<file path="src/rtl/div4_pkg.sv">
// Shared types and constants for the sequential 8-by-4 restoring divider.
// Used by div4_step and div4_seq; DIV4_DBZ_EN selects the divide-by-zero short-circuit.
package div4_pkg;

  typedef enum logic [1:0] {
    IDLE,
    RUN,
    DONE
  } state_t;

  localparam int DIVIDEND_W = 8;
  localparam int DIVISOR_W  = 4;
  localparam int REM_W      = 5;

  localparam logic [2:0]            ITER_LAST    = 3'd7;
  localparam logic [DIVIDEND_W-1:0] DBZ_QUOTIENT = 8'hFF;

endpackage

</file>
<file path="src/rtl/div4_step.sv">
// One restoring-division step: shift in a dividend bit, trial-subtract the divisor,
// and keep the difference only when it does not go negative.
module div4_step
  import div4_pkg::*;
(
  input  logic [REM_W-1:0]     rem_in,
  input  logic                 dividend_bit,
  input  logic [DIVISOR_W-1:0] divisor,
  output logic [REM_W-1:0]     rem_out,
  output logic                 quotient_bit
);

  logic [REM_W-1:0] shifted;
  logic [REM_W-1:0] divisor_ext;

  // rem_in[4] is always clear between steps; if it were set the true shifted
  // value would exceed any divisor, so it still forces a subtract.
  always_comb begin
    shifted      = {rem_in[DIVISOR_W-1:0], dividend_bit};
    divisor_ext  = {1'b0, divisor};
    rem_out      = shifted;
    quotient_bit = 1'b0;
    if (rem_in[REM_W-1] || (shifted >= divisor_ext)) begin
      rem_out      = shifted - divisor_ext;
      quotient_bit = 1'b1;
    end
  end

endmodule

</file>
<file path="src/rtl/div4_seq.sv">
// Sequential unsigned 8-by-4 divider, one quotient bit per clock, MSB first.
// Define DIV4_DBZ_EN to add the div_by_zero port and the one-cycle zero-divisor path.
module div4_seq
  import div4_pkg::*;
(
  input  logic                  clk,
  input  logic                  rst,
  input  logic                  start,
  input  logic [DIVIDEND_W-1:0] dividend,
  input  logic [DIVISOR_W-1:0]  divisor,
  output logic [DIVIDEND_W-1:0] quotient,
  output logic [DIVISOR_W-1:0]  remainder,
  output logic                  busy,
  output logic                  done
`ifdef DIV4_DBZ_EN
  ,
  output logic                  div_by_zero
`endif
);

  state_t state, state_next;

  logic [2:0]            cnt;
  logic [DIVIDEND_W-1:0] dividend_r;
  logic [DIVISOR_W-1:0]  divisor_r;
  logic [REM_W-1:0]      rem_r;
  logic [DIVIDEND_W-2:0] q_sh;

  logic [REM_W-1:0]      rem_next;
  logic                  q_bit;
  logic                  accept;
  logic                  last_step;
  logic                  zero_shortcut;

  div4_step u_step (
    .rem_in       (rem_r),
    .dividend_bit (dividend_r[cnt]),
    .divisor      (divisor_r),
    .rem_out      (rem_next),
    .quotient_bit (q_bit)
  );

  assign accept    = (state == IDLE) && start;
  assign last_step = (state == RUN) && (cnt == 3'd0);

`ifdef DIV4_DBZ_EN
  assign zero_shortcut = (divisor == '0);
`else
  assign zero_shortcut = 1'b0;
`endif

  always_ff @(posedge clk or posedge rst) begin
    if (rst) state <= IDLE;
    else     state <= state_next;
  end

  always_comb begin
    state_next = state;
    case (state)
      IDLE: if (start) state_next = zero_shortcut ? DONE : RUN;
      RUN:  if (cnt == 3'd0) state_next = DONE;
      DONE: state_next = IDLE;
      default: state_next = IDLE;
    endcase
  end

  // Operand capture and iteration; the visible results only change on the last step
  // (or on an accepted zero-divisor start when the short-circuit is built in).
  always_ff @(posedge clk or posedge rst) begin
    if (rst) begin
      cnt        <= '0;
      dividend_r <= '0;
      divisor_r  <= '0;
      rem_r      <= '0;
      q_sh       <= '0;
      quotient   <= '0;
      remainder  <= '0;
    end else if (accept) begin
      cnt        <= ITER_LAST;
      dividend_r <= dividend;
      divisor_r  <= divisor;
      rem_r      <= '0;
      q_sh       <= '0;
      if (zero_shortcut) begin
        quotient  <= DBZ_QUOTIENT;
        remainder <= dividend[DIVISOR_W-1:0];
      end
    end else if (state == RUN) begin
      cnt   <= cnt - 3'd1;
      rem_r <= rem_next;
      q_sh  <= {q_sh[DIVIDEND_W-3:0], q_bit};
      if (last_step) begin
        quotient  <= {q_sh, q_bit};
        remainder <= rem_next[DIVISOR_W-1:0];
      end
    end
  end

`ifdef DIV4_DBZ_EN
  logic dbz_r;

  always_ff @(posedge clk or posedge rst) begin
    if (rst)                        dbz_r <= 1'b0;
    else if (accept)                dbz_r <= zero_shortcut;
    else if (last_step)             dbz_r <= 1'b0;
  end

  assign div_by_zero = dbz_r;
`endif

  assign busy = (state == RUN);
  assign done = (state == DONE);

endmodule

</file>
<file path="config.mk">
export PLATFORM = sky130hd
export DESIGN_NAME = div4_seq
export DESIGN_NICKNAME = d
export VERILOG_FILES = /design/src/rtl/div4_pkg.sv /design/src/rtl/div4_step.sv /design/src/rtl/div4_seq.sv
export SDC_FILE = /design/constraint.sdc
export NUM_CORES = 1
export LEC_CHECK = 0
export CAP_MARGIN = 20
export CORE_UTILIZATION = 45
export CTS_BUF_LIST = sky130_fd_sc_hd__clkbuf_4 sky130_fd_sc_hd__clkbuf_8
export CTS_CLUSTER_DIAMETER = 60
export DETAILED_ROUTE_END_ITERATION = 16
export PLACE_DENSITY = 0.78
export SETUP_SLACK_MARGIN = 0.05
export SLEW_MARGIN = 20
export SYNTH_ARGS = -nofsm -noshare
export SYNTH_HDL_FRONTEND = slang
export SYNTH_SLANG_ARGS = --single-unit
export TNS_END_PERCENT = 100
</file>
<file path="constraint.sdc">
create_clock -name clk -period 2.2 [get_ports clk]
set_input_delay 0.55 -clock clk [delete_from_list [all_inputs] [get_ports clk]]
set_output_delay 0.55 -clock clk [all_outputs]
set_load 0.01 [all_outputs]
</file>
; Word level (Yosys, flattened, before mapping)
; Index checks and enable logic that the tools add are counted.
[op_classes]
add_sub_neg = 2
order_cmp = 2
n_eq_ne = 4
muxes = 13
n_bitwise = 1
reduce_logical = 8
[op_table]
columns = operator, n
row1 = $mux 5, 3
row2 = $mux 7, 2
row3 = $mux 3, 2
row4 = $ge 5x4->1, 1
row5 = $sub 5x4->5, 1
row6 = $lt 3x4->1 const B, 1
row7 = $mux 2, 2
row8 = $pmux 2 s2, 1
row9 = $bmux 1 s3, 1
row10 = $logic_not 3->1, 1
row11 = $reduce_and 3->1, 1
row12 = $sub 3x1->3 const B, 1
row13 = $eq 2x1->1 const B, 1
row14 = $eq 2x2->1 const B, 1
row15 = $logic_and 1x1->1, 2
row16 = $logic_not 2->1, 1
row17 = $mux 1, 2
row18 = $ne 2x1->1 const B, 1
row19 = $ne 2x2->1 const B, 1
row20 = $reduce_and 2->1, 1
row21 = $reduce_bool 2->1, 1
row22 = $logic_or 1x1->1, 1
row23 = $not 1->1, 1
[totals]
ff_bits = 41
input_bits = 15
out_inout_bits = 14
word_cells = 38

; Logic depth before layout (Yosys ltp)
; Gate-level depths: netlist of run 1.
[depth]
depth_word = 7
ltp_mapped = 9
mapped_depth_nobuf = 9

; Modules after synthesis
; From an unflattened synthesis of run 1, not the netlist that was laid out.
[hier_totals]
cells_unflattened = 166
hier_area_um2 = 1980.6
[modules_own_cells]
columns = mod, n_inst, cells_per_inst, area_each_um2, seq_area_each_um2
row1 = div4_seq, 1, 134, 1720.4, 1026.0
row2 = div4_step, 1, 32, 260.2, 0.0

; Worst setup path after synthesis of run 1
; No wires, ideal clock.
[synth_timing]
path_kind = flip-flop to flip-flop
from = register cnt[0]
to = register rem_r[1]
setup_time_ps = 83
arrival_time_ps = 2289
required_ps = 2117
slack_ps = -171
stages_incl_launch_ff = 9
n_path_buf = 0
synth_period_minus_slack_ps = 2371
cell_sequence = dfrtp_1 mux4_1 mux2i_2 ha_1 nand3_1 nand3_1 a21boi_2 mux2_2 o21ai_0
[synth_between]
elab_chain_cells = 7
word_cells_on_any_way = 8
classes_between = add/sub: 1 / order compare: 1 / mux: 5 / reduce/logical: 1
[synth_rtl]
columns = item, line
row1 = start: declaration, div4_seq.sv:23  ; logic [2:0] cnt;
row2 = start signal: assignment, div4_seq.sv:89  ; cnt <= cnt - 3'd1;
row3 = $bmux 1 s3 *, div4_seq.sv:37  ; .dividend_bit (dividend_r[cnt]),
row4 = $mux 1 (implied by the code) *, div4_seq.sv:37
row5 = $ge 5x4->1, div4_step.sv:23  ; if (rem_in[REM_W-1] || (shifted >= divisor_ext)) begin
row6 = $logic_or 1x1->1, div4_step.sv:23
row7 = $mux 5 *, div4_step.sv:23
row8 = $mux 5 *, div4_seq.sv:88  ; end else if (state == RUN) begin
row9 = $mux 5 *, div4_seq.sv:78  ; end else if (accept) begin
row10 = end signal: assignment, div4_seq.sv:90  ; rem_r <= rem_next;
row11 = end: declaration, div4_seq.sv:26  ; logic [REM_W-1:0] rem_r;
; Mark *: on every way between the ends. The rest lies on a longest branch, timed or not. The select of a mux whose other input is x is not followed.
; A chain may end at the register's enable or synchronous reset.

; Final worst setup path of run 1
[layout_timing]
from = register cnt[0]
to = register rem_r[4]
; The elaborated chain is that of the path after synthesis.

==> results.yml, run 1 <==
sta:
  slew_viol_final: 0
  final.min_clock_period_ps: 2360
  fin_ws_ps: -155
  rsz0062_at_grt: "true"
  skew_ps: 3.56
  max_clock_freq_mhz: 425
  period_share_pct: 107
  finalHoldViolCount: 0
  setup_violations: 10
  tightest_slew_ps: 507
  relSlewSlack_pct: 66.2
global_routing:
  grt_max_degree: 42
  grt_overflow_total: 0
  grt_pass1_wl_um: 6620
  antenna_found_initial: 0
  grt_util_all_layers_pct: 20.9
  grt_pass1_vias: 1496
run_status:
  violations: "negative setup slack"
  status: "complete, but fails checks"
yosys:
  synth_top_cell_by_area: "dfrtp_1"
  ys_seq_elements: 41
  ys_dominant_reg_cell: "dfrtp_1"
  ys_seq_area_share_pct: 54.6
  ys_warn_count: 0
  synth_common_cells: "nand2_1, dfrtp_1, o21ai_0"
  synth-edff-count: 0
  yosysUniqueCellTypes: 34
  synth_area_um2: 1880
  yosysTopAreaCellShare_pct: 54.6
  ys_top_cells_by_area: "dfrtp_1, nand2_1, o21ai_0"
  synth_most_common_cell: "nand2_1"
  syn_inst: 195
  avgSynthCellArea_um2: 9.63
  synth_fp_nets: 217
  async_flop_share_pct: 100
floorplanning:
  die-area_um2: 4440
  die_h_um: 66.6
  rows: 23
  coreArea_um2: 4000
  die_w_um: 66.6
  io_pins: 29
  initial_utilization_pct: 47.0
placed_design:
  post_dp_cell_area_um2: 2260
  hpwl_um: 2500
  gp_routability_congestion: 0.872
  portBuffers: 28
setup_path:
  path_max_fanout: 3
  cp.arrival_ps: 2580
  reg2reg_depth: 9
  crit_type: "reg -> reg"
  r2r_start: "cnt[0]$_DFFE_PP0P_"
  end_kind: "flip-flop"
  cp_data_required_time_ps: 2420
  r2r_slack_ps: -160
  r2r_end: "rem_r[4]$_DFFE_PP0P_"
  start_kind: "flip-flop"
route:
  dr.pass1.iters: 4
  drt_first_iter_violations: 73
  totalWireLength_um: 3850
  avgViaCountPerCell: 5.00
  detail_route.drc_violations: 0
  vias: 1455
  antenna_left: 0
  wl_per_cell_um: 13.2
layout:
  nets: 263
  final_area_um2: 2470
  area_growth_pct: 31.7
  fillCellCount: 358
  layout-drive-gt1-share_pct: 19.1
  n_antenna_cell: 0
  finish.utilization_pct: 61.8
hold_path:
  hp-class: "reg -> reg"
  min_to: "quotient[4]$_DFFE_PP0P_"
  min_from: "quotient[4]$_DFFE_PP0P_"
  hold_depth: 2
job:
  cap_violations: 0
clock_network:
  clkTransAtPathRegs_ps: 70
  clkSinkCount: 41
  clk_latency_ps: 290
  htree_levels: 2
  clk_path_buf_depth: 2
  root_buffer: "clkbuf_8"
  cts_tree: "done"
  cts_buffers: 5
power_and_ir_drop:
  p_comb_share_pct: 56.5
  switching_share_pct: 38.3
  p_per_area_nw_per_um2: 1760
  power.leakage_nw: 1.17
  p_int_mw: 2.68
  switching_power_mw: 1.66
  max-vdd-ir-drop_uv: 801
  pwr-share-clk_pct: 11.6
  seq_power_share_pct: 31.9
critical path, stage by stage (launching register included):
cell,delay (ps)
dfrtp_2,400
mux4_2,530
mux2i_4,210
ha_4,170
fa_2,200
nor2b_1,50
o21ai_1,110
nand2b_1,80
or3_4,380
a21oi_2,140
metrics by stage:
stage	hold WS [ps]	worst slack, ps	cells	total power [mW]	TNS (ps)
3_3_place_gp	453	-126	277	3.29	-705
4_1_cts	480	-123	289	4.14	-714
5_1_grt	504	-250	291	4.69	-2030
2_1_floorplan	439	-88.2	195	2.67	-393
6_report	474	-155	291	4.34	-914
3_5_place_dp	462	-232	277	3.39	-1470
registers in the layout (all words and copies together) (netlist names):
name        cells
remainder       4
cnt             3
dividend_r      8
state           2
quotient        8
rem_r           5
divisor_r       4
q_sh            7
cell type report:
class | instances | area, um2 | share of cell area (%)
Inverter | 9 | 33.8 | 1.37
Tap cell | 50 | 62.6 | 2.53
Sequential cell | 41 | 1030 | 41.5
Multi-Input combinational cell | 138 | 842 | 34.0
Timing Repair Buffer | 46 | 418 | 16.9
Clock buffer | 7 | 90.1 | 3.64
cells by family after synthesis:
kind of cell | count (synthesis) | synth area share, %
AOI/OAI and AO/OA | 32 | 9.86
xor gates and xnor gates | 2 | 0.933
adders and majority gates | 7 | 5.06
buffers and inverters | 16 | 3.66
DFF | 41 | 54.6
muxes | 6 | 5.46
and+or+nand+nor | 91 | 20.4
what timing repair did:
action | 4_1_cts | 5_1_grt
hold buffers | 0 | 0
pin swaps | 8 | 5
resized for setup | 11 | 9
setup buffers | 5 | 2
setup endpoints to repair | 10 | 11
how the worst max path moves through the flow:
stage / depth (start not counted) / start / slack, ps / end
finish: 9 / cnt[0]$_DFFE_PP0P_ / -160 / rem_r[4]$_DFFE_PP0P_
global route: 9 / cnt[0]$_DFFE_PP0P_ / -250 / rem_r[4]$_DFFE_PP0P_
CTS: 9 / cnt[0]$_DFFE_PP0P_ / -120 / remainder[1]$_DFFE_PP0P_
detailed placement: 9 / cnt[0]$_DFFE_PP0P_ / -230 / rem_r[1]$_DFFE_PP0P_
global placement: 9 / cnt[0]$_DFFE_PP0P_ / -130 / remainder[1]$_DFFE_PP0P_
floorplan: 8 / cnt[0]$_DFFE_PP0P_ / -90 / remainder[0]$_DFFE_PP0P_
power by group through the flow:
| stage | Combinational [mW] | Sequential [mW] | Clock (mW) |
|---|---|---|---|
| after floorplan | 1.29 | 1.37 | 0 |
| after CTS | 2.24 | 1.38 | 0.515 |
| final | 2.45 | 1.39 | 0.505 |
| after global routing | 2.72 | 1.43 | 0.543 |
| after detailed placement | 2.00 | 1.39 | 0 |
| after global placement | 1.93 | 1.36 | 0 |
per-layer routing:
metal,share of wire [%],routed length [um],global-route usage [%],vias up
li1,-,-,-,730
met1,42,1630,24.2,681
met2,51,1970,35.1,35
met3,3.7,144,3.94,9
met4,2.9,113,13.3,0
met5,0,0,0,-
cells in the final DEF (no fill, tap or decap), types with 2 or more instances in the layout:
master and count:
nand2_2 2, mux4_2 2, inv_1 8, dfrtp_1 40
buf_4 17, nor2b_1 3, clkdlybuf4s50_1 27, ha_1 5
nand3_2 2, o21ai_0 12, o21ai_1 6, nand2_1 71
xnor2_1 2, mux2_4 2, mux2i_4 2, clkbuf_8 6
a21oi_1 4, o21ai_2 4, nand3_1 5
Power figures use the tool's default switching activity.
==> inputs of run 2 (changes only) <==
Settings changed: PLACE_DENSITY 0.78 to unset, PLACE_DENSITY_LB_ADDON set to 0.25.
==> run 2 against run 1 <==
The run still ends with negative setup slack left. Clock skew rose by 1.6 ps. Setup slack improved by 85 ps. Clock power rose by 25%. Final cell count fell by 0.69%. Flip-flop and latch count did not move. Combinational power fell by 4%. Power barely moved. Sequential share of layout area rose by 0.084 points. Count of clock-buffer cells in the layout did not move.
==> results.yml, run 2 (synthesis gave the netlist of run 1 again) <==
power_and_ir_drop:
  p_int_mw: 2.73
  p_per_area_nw_per_um2: 1760
  max-vdd-ir-drop_uv: 778
  p_comb_share_pct: 53.9
  power.leakage_nw: 1.17
  pwr-share-clk_pct: 14.6
  seq_power_share_pct: 31.6
  switching_share_pct: 37.2
  switching_power_mw: 1.62
layout:
  final_common_cell: "nand2_1"
  layout_common_cells: "nand2_1, dfrtp_1, clkdlybuf4s50_1"
  register_area_um2: 1030
  multiInputGateArea_um2: 833
  nets: 260
  instances_no_fill: 289
  n_antenna_cell: 0
  area_growth_pct: 31.4
  largestRegisters: "dividend_r: 8 flops, quotient: 8 flops, q_sh: 7 flops"
  fillCellCount: 339
  layout-drive-gt1-share_pct: 17.6
global_routing:
  grt_max_degree: 42
  grt_pass1_wl_um: 6140
  grt_util_all_layers_pct: 19.2
  grt_pass1_vias: 1327
  antenna_found_initial: 0
  grt_overflow_total: 0
route:
  wl_per_cell_um: 12.5
  antenna_left: 0
  detail_route.drc_violations: 0
  totalWireLength_um: 3610
  drt_first_iter_violations: 72
  avgViaCountPerCell: 5.03
  dr.pass1.iters: 4
  vias: 1453
floorplanning:
  die-area_um2: 4440
  die_w_um: 66.6
  coreArea_um2: 4000
  io_pins: 29
  die_h_um: 66.6
  rows: 23
  initial_utilization_pct: 47.0
sta:
  relSlewSlack_pct: 66.0
  skew_ps: 5.16
  max_clock_freq_mhz: 440
  fin_ws_ps: -70.9
  slew_viol_final: 0
  tightest_slew_ps: 510
  finalHoldViolCount: 0
  fin_hold_ws_ps: 473
  period_share_pct: 103
  final.min_clock_period_ps: 2270
  setup_violations: 6
  rsz0062_at_grt: "true"
placed_design:
  dp.cells: 277
  hpwl_um: 2460
  portBuffers: 28
  gp_routability_congestion: 0.857
setup_path:
  cp_data_required_time_ps: 2430
  critPathBufInv: 0
  end_kind: "flip-flop"
  slowest_stage: "mux4_2"
  crit_chain: "mux4_2 > mux2i_4 > ha_4 > nand3_2 > nand3_2 > a21boi_4 > mux2_4 > o21ai_2"
  crit_type: "reg -> reg"
  crit_path_max_incr_delay_ps: 530
  r2r_start: "cnt[0]$_DFFE_PP0P_"
  cp_top_family: "multiplexers"
  path_max_fanout: 4
  cpMostUsedCell: "nand3_2"
  start_kind: "flip-flop"
  cp.arrival_ps: 2500
  worstSetupStartpoint: "cnt[0]$_DFFE_PP0P_"
clock_network:
  clk_latency_ps: 300
  clk_path_buf_depth: 2
  clkSinkCount: 41
  root_buffer: "clkbuf_8"
  clkTransAtPathRegs_ps: 80
  cts_hold_buf: 0
  cts_buffers: 5
  htree_levels: 2
  cts_tree: "done"
run_status:
  violations: "negative setup slack"
  status: "complete, but fails checks"
job:
  cap_violations: 0
hold_path:
  hp-class: "reg -> reg"
  min_from: "quotient[1]$_DFFE_PP0P_"
## run 2: power by group through the flow
| stage | logic (mW) | clock network, mW | registers, mW |
|---|---|---|---|
| after global placement | 2.03 | 0 | 1.37 |
| final | 2.34 | 0.633 | 1.37 |
| after detailed placement | 2.06 | 0 | 1.38 |
| after floorplan | 1.29 | 0 | 1.37 |
| after global routing | 2.58 | 0.677 | 1.42 |
| after CTS | 2.21 | 0.648 | 1.37 |
## run 2: timing repair
item	CTS	global route
setup buffers	3	2
resized for setup	10	5
pin swaps	4	1
gates cloned	0	0
setup endpoints to repair	12	11
## run 2: worst paths after layout
check	end	slack, ps	depth (start not counted)
max in group asynchronous	cnt[0]$_DFFE_PP0P_	1150	3
max	remainder[0]$_DFFE_PP0P_	-70	8
min reg2reg	quotient[1]$_DFFE_PP0P_	470	2
min	quotient[1]$_DFFE_PP0P_	470	2
max reg2reg	remainder[0]$_DFFE_PP0P_	-70	8
min in group asynchronous	dividend_r[0]$_DFFE_PP0P_	680	3
## run 2: stage by stage
stage | power, mW | cell area (um2) | utilization, % | TNS, ps | setup slack (ps)
floorplan | 2.67 | 1870 | - | -393 | -88.2
global placement | 3.40 | 2260 | 56.6 | -913 | -149
detailed placement | 3.44 | 2260 | 56.6 | -1530 | -231
CTS | 4.23 | 2440 | 60.9 | -687 | -108
global route | 4.68 | 2470 | 61.7 | -1140 | -167
finish | 4.34 | 2470 | 61.7 | -304 | -70.9
## run 2: final cells by class
cell class / count / share of cell area (%)
Multi-Input combinational cell: 138 / 33.8
Clock buffer: 7 / 3.65
Sequential cell: 41 / 41.6
Timing Repair Buffer: 43 / 15.9
Clock inverter: 1 / 1.22
Tap cell: 50 / 2.53
Inverter: 9 / 1.37
## run 2: worst register-to-register path, cell delays in order (launching register included)
cell      delay, ps
dfrtp_2         400
mux4_2          530
mux2i_4         190
ha_4            230
nand3_2          60
nand3_2         100
a21boi_4        230
mux2_4          340
o21ai_2         110
## run 2: metal layers
| layer | global-route usage [%] | part of all wire [%] | vias to the layer above |
|---|---|---|---|
| met3 | 4.11 | 3.2 | 8 |
| met2 | 29.8 | 49 | 29 |
| met4 | 10.4 | 2.1 | 0 |
| met1 | 24.8 | 46 | 690 |
| li1 | - | - | 726 |
| met5 | 0 | 0 | - |
==> inputs of run 3 (changes only) <==
Settings changed: CTS_CLUSTER_SIZE set to 10, TNS_END_PERCENT 100 to 50.
==> run 3 against run 2 <==
The flow still finishes with violations (negative setup slack). Sequential power hardly changed. Highest routed layer unchanged. Clock skew is 1.6 ps higher. Critical path type unchanged. Register-to-register slack worse by 50 ps. Non-clock buffer count is 2 lower. Setup slack worse by 49 ps. Power is 6.1% lower. Critical path depth is 1 higher.
==> results.yml, run 3 (synthesis gave the netlist of run 1 again) <==
power_and_ir_drop:
  power.leakage_nw: 1.14
  power.total_mw: 4.08
  p_per_area_nw_per_um2: 1690
  max-vdd-ir-drop_uv: 723
global_routing:
  grt_use_met2_pct: 30.2
  grt_pass1_wl_um: 6310
  top_usage_layer: "met2"
  grt_pass1_vias: 1390
  gr-usage-met3_pct: 5.14
  antenna_found_initial: 0
  grt_overflow_total: 0
  grt_util_all_layers_pct: 19.3
  grt_max_degree: 42
  grtUsageMet1_pct: 25.6
sta:
  fin_ws_ps: -120
  max_clock_freq_mhz: 431
  period_share_pct: 105
  rsz0062_at_grt: "true"
  finalHoldViolCount: 0
  relSlewSlack_pct: 66.0
  skew_ps: 6.77
  final.min_clock_period_ps: 2320
  slew_viol_final: 0
  tightest_slew_ps: 510
  setup_violations: 11
  totalNegativeSetupSlack_ps: -796
clock_network:
  cts_buffers: 5
  clkSinkCount: 41
  clk_path_buf_depth: 2
  cts_tree: "done"
  cts_hold_buf: 0
  htree_levels: 2
  root_buffer: "clkbuf_8"
  clkTransAtPathRegs_ps: 80
  clk_latency_ps: 300
layout:
  instances_no_fill: 287
  n_antenna_cell: 0
  layout_common_cells: "nand2_1, dfrtp_1, clkdlybuf4s50_1"
  largestRegisters: "dividend_r: 8 flops, quotient: 8 flops, q_sh: 7 flops"
  layout-drive-gt1-share_pct: 16.0
  nets: 258
  final_common_cell: "nand2_1"
  area_growth_pct: 28.4
  fillCellCount: 346
  finish.utilization_pct: 60.3
placed_design:
  gp_routability_congestion: 0.844
  hpwl_um: 2320
  portBuffers: 28
  dp.cells: 276
setup_path:
  r2r_start: "cnt[0]$_DFFE_PP0P_"
  crit_type: "reg -> reg"
  start_kind: "flip-flop"
  cp_top_family: "multiplexers"
  crit_path_max_incr_delay_ps: 540
  r2r_slack_ps: -120
  path_max_fanout: 4
  r2r_end: "rem_r[0]$_DFFE_PP0P_"
  cp.arrival_ps: 2550
  crit_chain: "mux4_2 > mux2i_4 > ha_4 > nand3b_1 > nand3_2 > a21boi_2 > buf_6 > mux2_4 > o21ai_2"
  critPathBufInv: 1
  slowest_stage: "mux4_2"
  end_kind: "flip-flop"
  reg2reg_depth: 9
  cp_data_required_time_ps: 2430
floorplanning:
  die-area_um2: 4440
  rows: 23
  coreArea_um2: 4000
  die_h_um: 66.6
  initial_utilization_pct: 47.0
  die_w_um: 66.6
  io_pins: 29
route:
  wl_per_cell_um: 12.7
  totalWireLength_um: 3660
  antenna_left: 0
  detail_route.drc_violations: 0
  drt_first_iter_violations: 56
  avgViaCountPerCell: 5.05
  dr.pass1.iters: 4
  vias: 1450
run_status:
  status: "complete, but fails checks"
  violations: "negative setup slack"
hold_path:
  hp-class: "reg -> reg"
  hold_depth: 2
  min_to: "quotient[3]$_DFFE_PP0P_"
  min_from: "quotient[3]$_DFFE_PP0P_"
job:
  cap_violations: 0
## run 3: per-stage QoR
step                area (um2)  setup slack, ps  hold WS [ps]
finish                    2410             -120           476
global route              2410             -214           507
CTS                       2400             -110           484
detailed placement        2260             -181           463
global placement          2260             -120           456
floorplan                 1870            -88.2           439
## run 3: metal layers
layer	routed length [um]	part of all wire (%)	vias to the layer above
met1	1720	47	683
li1	-	-	719
met4	58	1.6	0
met5	0	0	-
met2	1700	46	42
met3	177	4.8	6
## run 3: layout make-up
type	instances	area, um2	area share, %
sequential	41	1030	42.6
clock buffer	5	68.8	2.85
timing repair buffer	41	380	15.8
clock inverter	3	17.5	0.727
inverter	9	33.8	1.40
tap	50	62.6	2.59
multi-input combinational	138	822	34.1
## run 3: where the power goes
group	internal [mW]	switching, mW	leakage, nW
combinational	1.14	1.08	0.597
sequential	1.13	0.243	0.498
clock	0.219	0.266	0.0439
total	2.49	1.59	1.14
## run 3: how the worst max path moves through the flow
stage                                  start                  endpoint  slack [ps]  cells after the start
after detailed placement  cnt[0]$_DFFE_PP0P_      rem_r[1]$_DFFE_PP0P_        -180                      9
after global routing      cnt[0]$_DFFE_PP0P_  remainder[0]$_DFFE_PP0P_        -210                      9
after CTS                 cnt[0]$_DFFE_PP0P_  remainder[1]$_DFFE_PP0P_        -110                      9
final                     cnt[0]$_DFFE_PP0P_      rem_r[0]$_DFFE_PP0P_        -120                      9
after global placement    cnt[0]$_DFFE_PP0P_  remainder[0]$_DFFE_PP0P_        -120                      9
after floorplan           cnt[0]$_DFFE_PP0P_  remainder[0]$_DFFE_PP0P_         -90                      8
## run 3: tightest hold or removal path: stages (launching register included)
cell and delay (ps):
dfrtp_1 350, nand2_1 50, nand2_1 50
## run 3: repair_timing
item	in CTS	in global routing
endpoints found under the hold margin	0	0
resized for setup	9	5
endpoints found under the setup margin	12	11
pin swaps	5	5
setup buffers	2	1
==> edit: new RTL, config.mk and constraints of run 1 <==
Build with the macro `DIV4_DBZ_EN` defined.
--- a/src/rtl/div4_seq.sv
+++ b/src/rtl/div4_seq.sv
@@ -1,5 +1,7 @@
 // Sequential unsigned 8-by-4 divider, one quotient bit per clock, MSB first.
 // Define DIV4_DBZ_EN to add the div_by_zero port and the one-cycle zero-divisor path.
+`define DIV4_DBZ_EN
+
 module div4_seq
   import div4_pkg::*;
 (
Function (old outputs only; new: div_by_zero): changed (a bounded check fails within 4 cycles, from zero or initial values and one cycle with rst high).
==> edit against run 1 <==
- the run still ends with negative setup slack left
- routed wire length is 12% higher
- fmax rose by 1.5%
- final area rose by 5.0%
- sequential cell count is 1 higher
- area after synthesis increased by 4.9%
- power rose by 6.7%
- setup slack better by 36 ps
- largest power group unchanged
==> edit: results (changes against run 1) <==
metric,value,unit,change
outcome,finished with violations,,
failing checks,negative setup slack,,
Wirelength per Cell,14.85,um,+12%
Detail Placement HPWL,3.036,mm,+21%
clk_lat worst skew,290,ps,about the same
Final WS setup,-119.5,ps,+35.95 ps
hold depth,2,,unchanged
slowest CP cell,mux4_2,,
post-synthesis sequential area ratio,53.37,%,-1.3 points
largest net degree at the start of global routing,43,,+2.4%
Hold Path Sink,dividend_r[2],,
clock-pin slew on the worst setup and hold paths,80,ps,
vias in the first global route,1477,,-1.3%
Worst R2R End,rem_r[1],,
filler instances,331,,-7.5%
final non-filler cell total,291,,unchanged
via count,1566,,+7.6%
"Warnings, synthesis",0,,unchanged
post-layout net count,262,,-0.38%
first-pass GRT wire length,6.865,mm,+3.6%
synth unique cells,38,,+12%
number of diodes,0,,unchanged
Setup Skew,11.57,ps,+8.002 ps
total CTS buffers,5,,unchanged
leak pwr,1.171,nW,+0.31%
largest registers,"dividend_r: 8 flops, quotient: 8 flops, q_sh: 7 flops",,
synth cell count leaders,"nand2_1, dfrtp_1, o21ai_0",,
DR pass1 iterations,4,,unchanged
initial antenna violation count,0,,unchanged
Global Route Usage Sum,20.43,%,-0.46 points
Max clock buf depth,2,,unchanged
worst min-delay path class,flip-flop to flip-flop,,
top post-synthesis cells by area,"dfrtp_1, nand2_1, o21ai_0",,
max incr delay on CP,540,ps,
net count after synthesis,214,,-1.4%
initial DRC count,97,,+33%
share of cells above drive strength 1,21.16,%,+2.1 points
Synth Instances,192,,-1.5%
Max Fanout on Critical Path,3,,unchanged
crit path from,cnt[0],,
placed insts,282,,+1.8%
clock root cell,clkbuf_8,,
Peak VDD IR,732.9,uV,-8.5%
setup TNS,-599.1,ps,+315.2 ps
Worst R2R Path Depth,8,,-1
H-tree levels,2,,unchanged
ys async rst share,100.0,%,unchanged
RePlAce Congestion,0.9545,,+9.5%
CP arrival,2500,ps,-80 ps
worst slew pin tran,531.0,ps,+24.26 ps
Buffers on Ports,29,,+3.6%
hold_sp,dividend_r[2],,
Setup Viol. Count Final,9,,-1
==> edit: cell types whose count changed in the layout (fill, tap and decap cells not counted), moves of 3 or more <==
cell	run 1	this run
nor2_1	1	5
a31oi_1	0	3
nand2_1	71	50
o22a_1	0	8
==> edit: how the worst max path moves through the flow <==
stage	to	slack [ps]	cells past startpoint
after detailed placement	remainder[0]	-130	8
final	rem_r[1]	-120	8
after floorplan	rem_r[1]	-40	8
after global placement	remainder[0]	-80	8
after CTS	remainder[3]	-90	8
after global routing	rem_r[1]	-210	8
==> edit: routing by layer <==
metal,global-route usage (%),wire (um)
met1,28.24,1979
met4,7.813,36
met2,31.62,2108
met3,3.833,196
met5,0,0
==> edit: logic make-up (layout without fill, tap and decap cells) <==
group | Yosys count | after routing | synth area share, %
buf+inv | 15 | 64 | 3.113
fa+ha+maj | 7 | 7 | 4.828
simple gates | 81 | 81 | 18.87
mux | 4 | 4 | 4.384
xor+xnor | 2 | 2 | 0.8896
flops | 42 | 42 | 53.37
compound gates | 41 | 41 | 14.55
==> edit: area by class of cell <==
cell class                 instances  area (um2)  share of cell area (%)
clock buffer                       6       76.32                   2.940
clock inverter                     2       13.76                  0.5301
inverter                           9       33.78                   1.301
multi-input combinational        135       922.1                   35.52
sequential                        42        1051                   40.48
tap                               50       62.56                   2.410
timing repair buffer              47       436.7                   16.82
==> edit: report_power, final <==
part	total [mW]	internal (mW)	switching (mW)
Sequential	1.41	1.15	0.259
Combinational	2.73	1.41	1.33
Clock	0.497	0.236	0.261
Total	4.64	2.79	1.85
==> edit: timing repair <==
item,4_1_cts,5_1_grt
cloned,0,0
pin swaps,4,3
setup endpoints to repair,11,11
gates resized for setup,16,5
buffers inserted,0,1
==> edit: stage by stage <==
step                utilization, %  cell area (um2)  hold slack, ps  setup WS [ps]
floorplan                        -             1976           440.3         -40.41
global placement             59.43             2429           460.5         -75.29
detailed placement           59.43             2429           464.5         -134.6
CTS                          62.83             2567           484.2         -89.59
global route                 63.53             2596           504.8         -207.1
finish                       63.53             2596           484.9         -119.5
==> edit: critical path, delay by kind of cell, from the launching register on <==
| kind | cells | cell delay, ps |
|---|---|---|
| adders and majority gates | 1 | 240 |
| DFF | 1 | 420 |
| muxes | 3 | 990 |
| and+or+nand+nor | 4 | 560 |
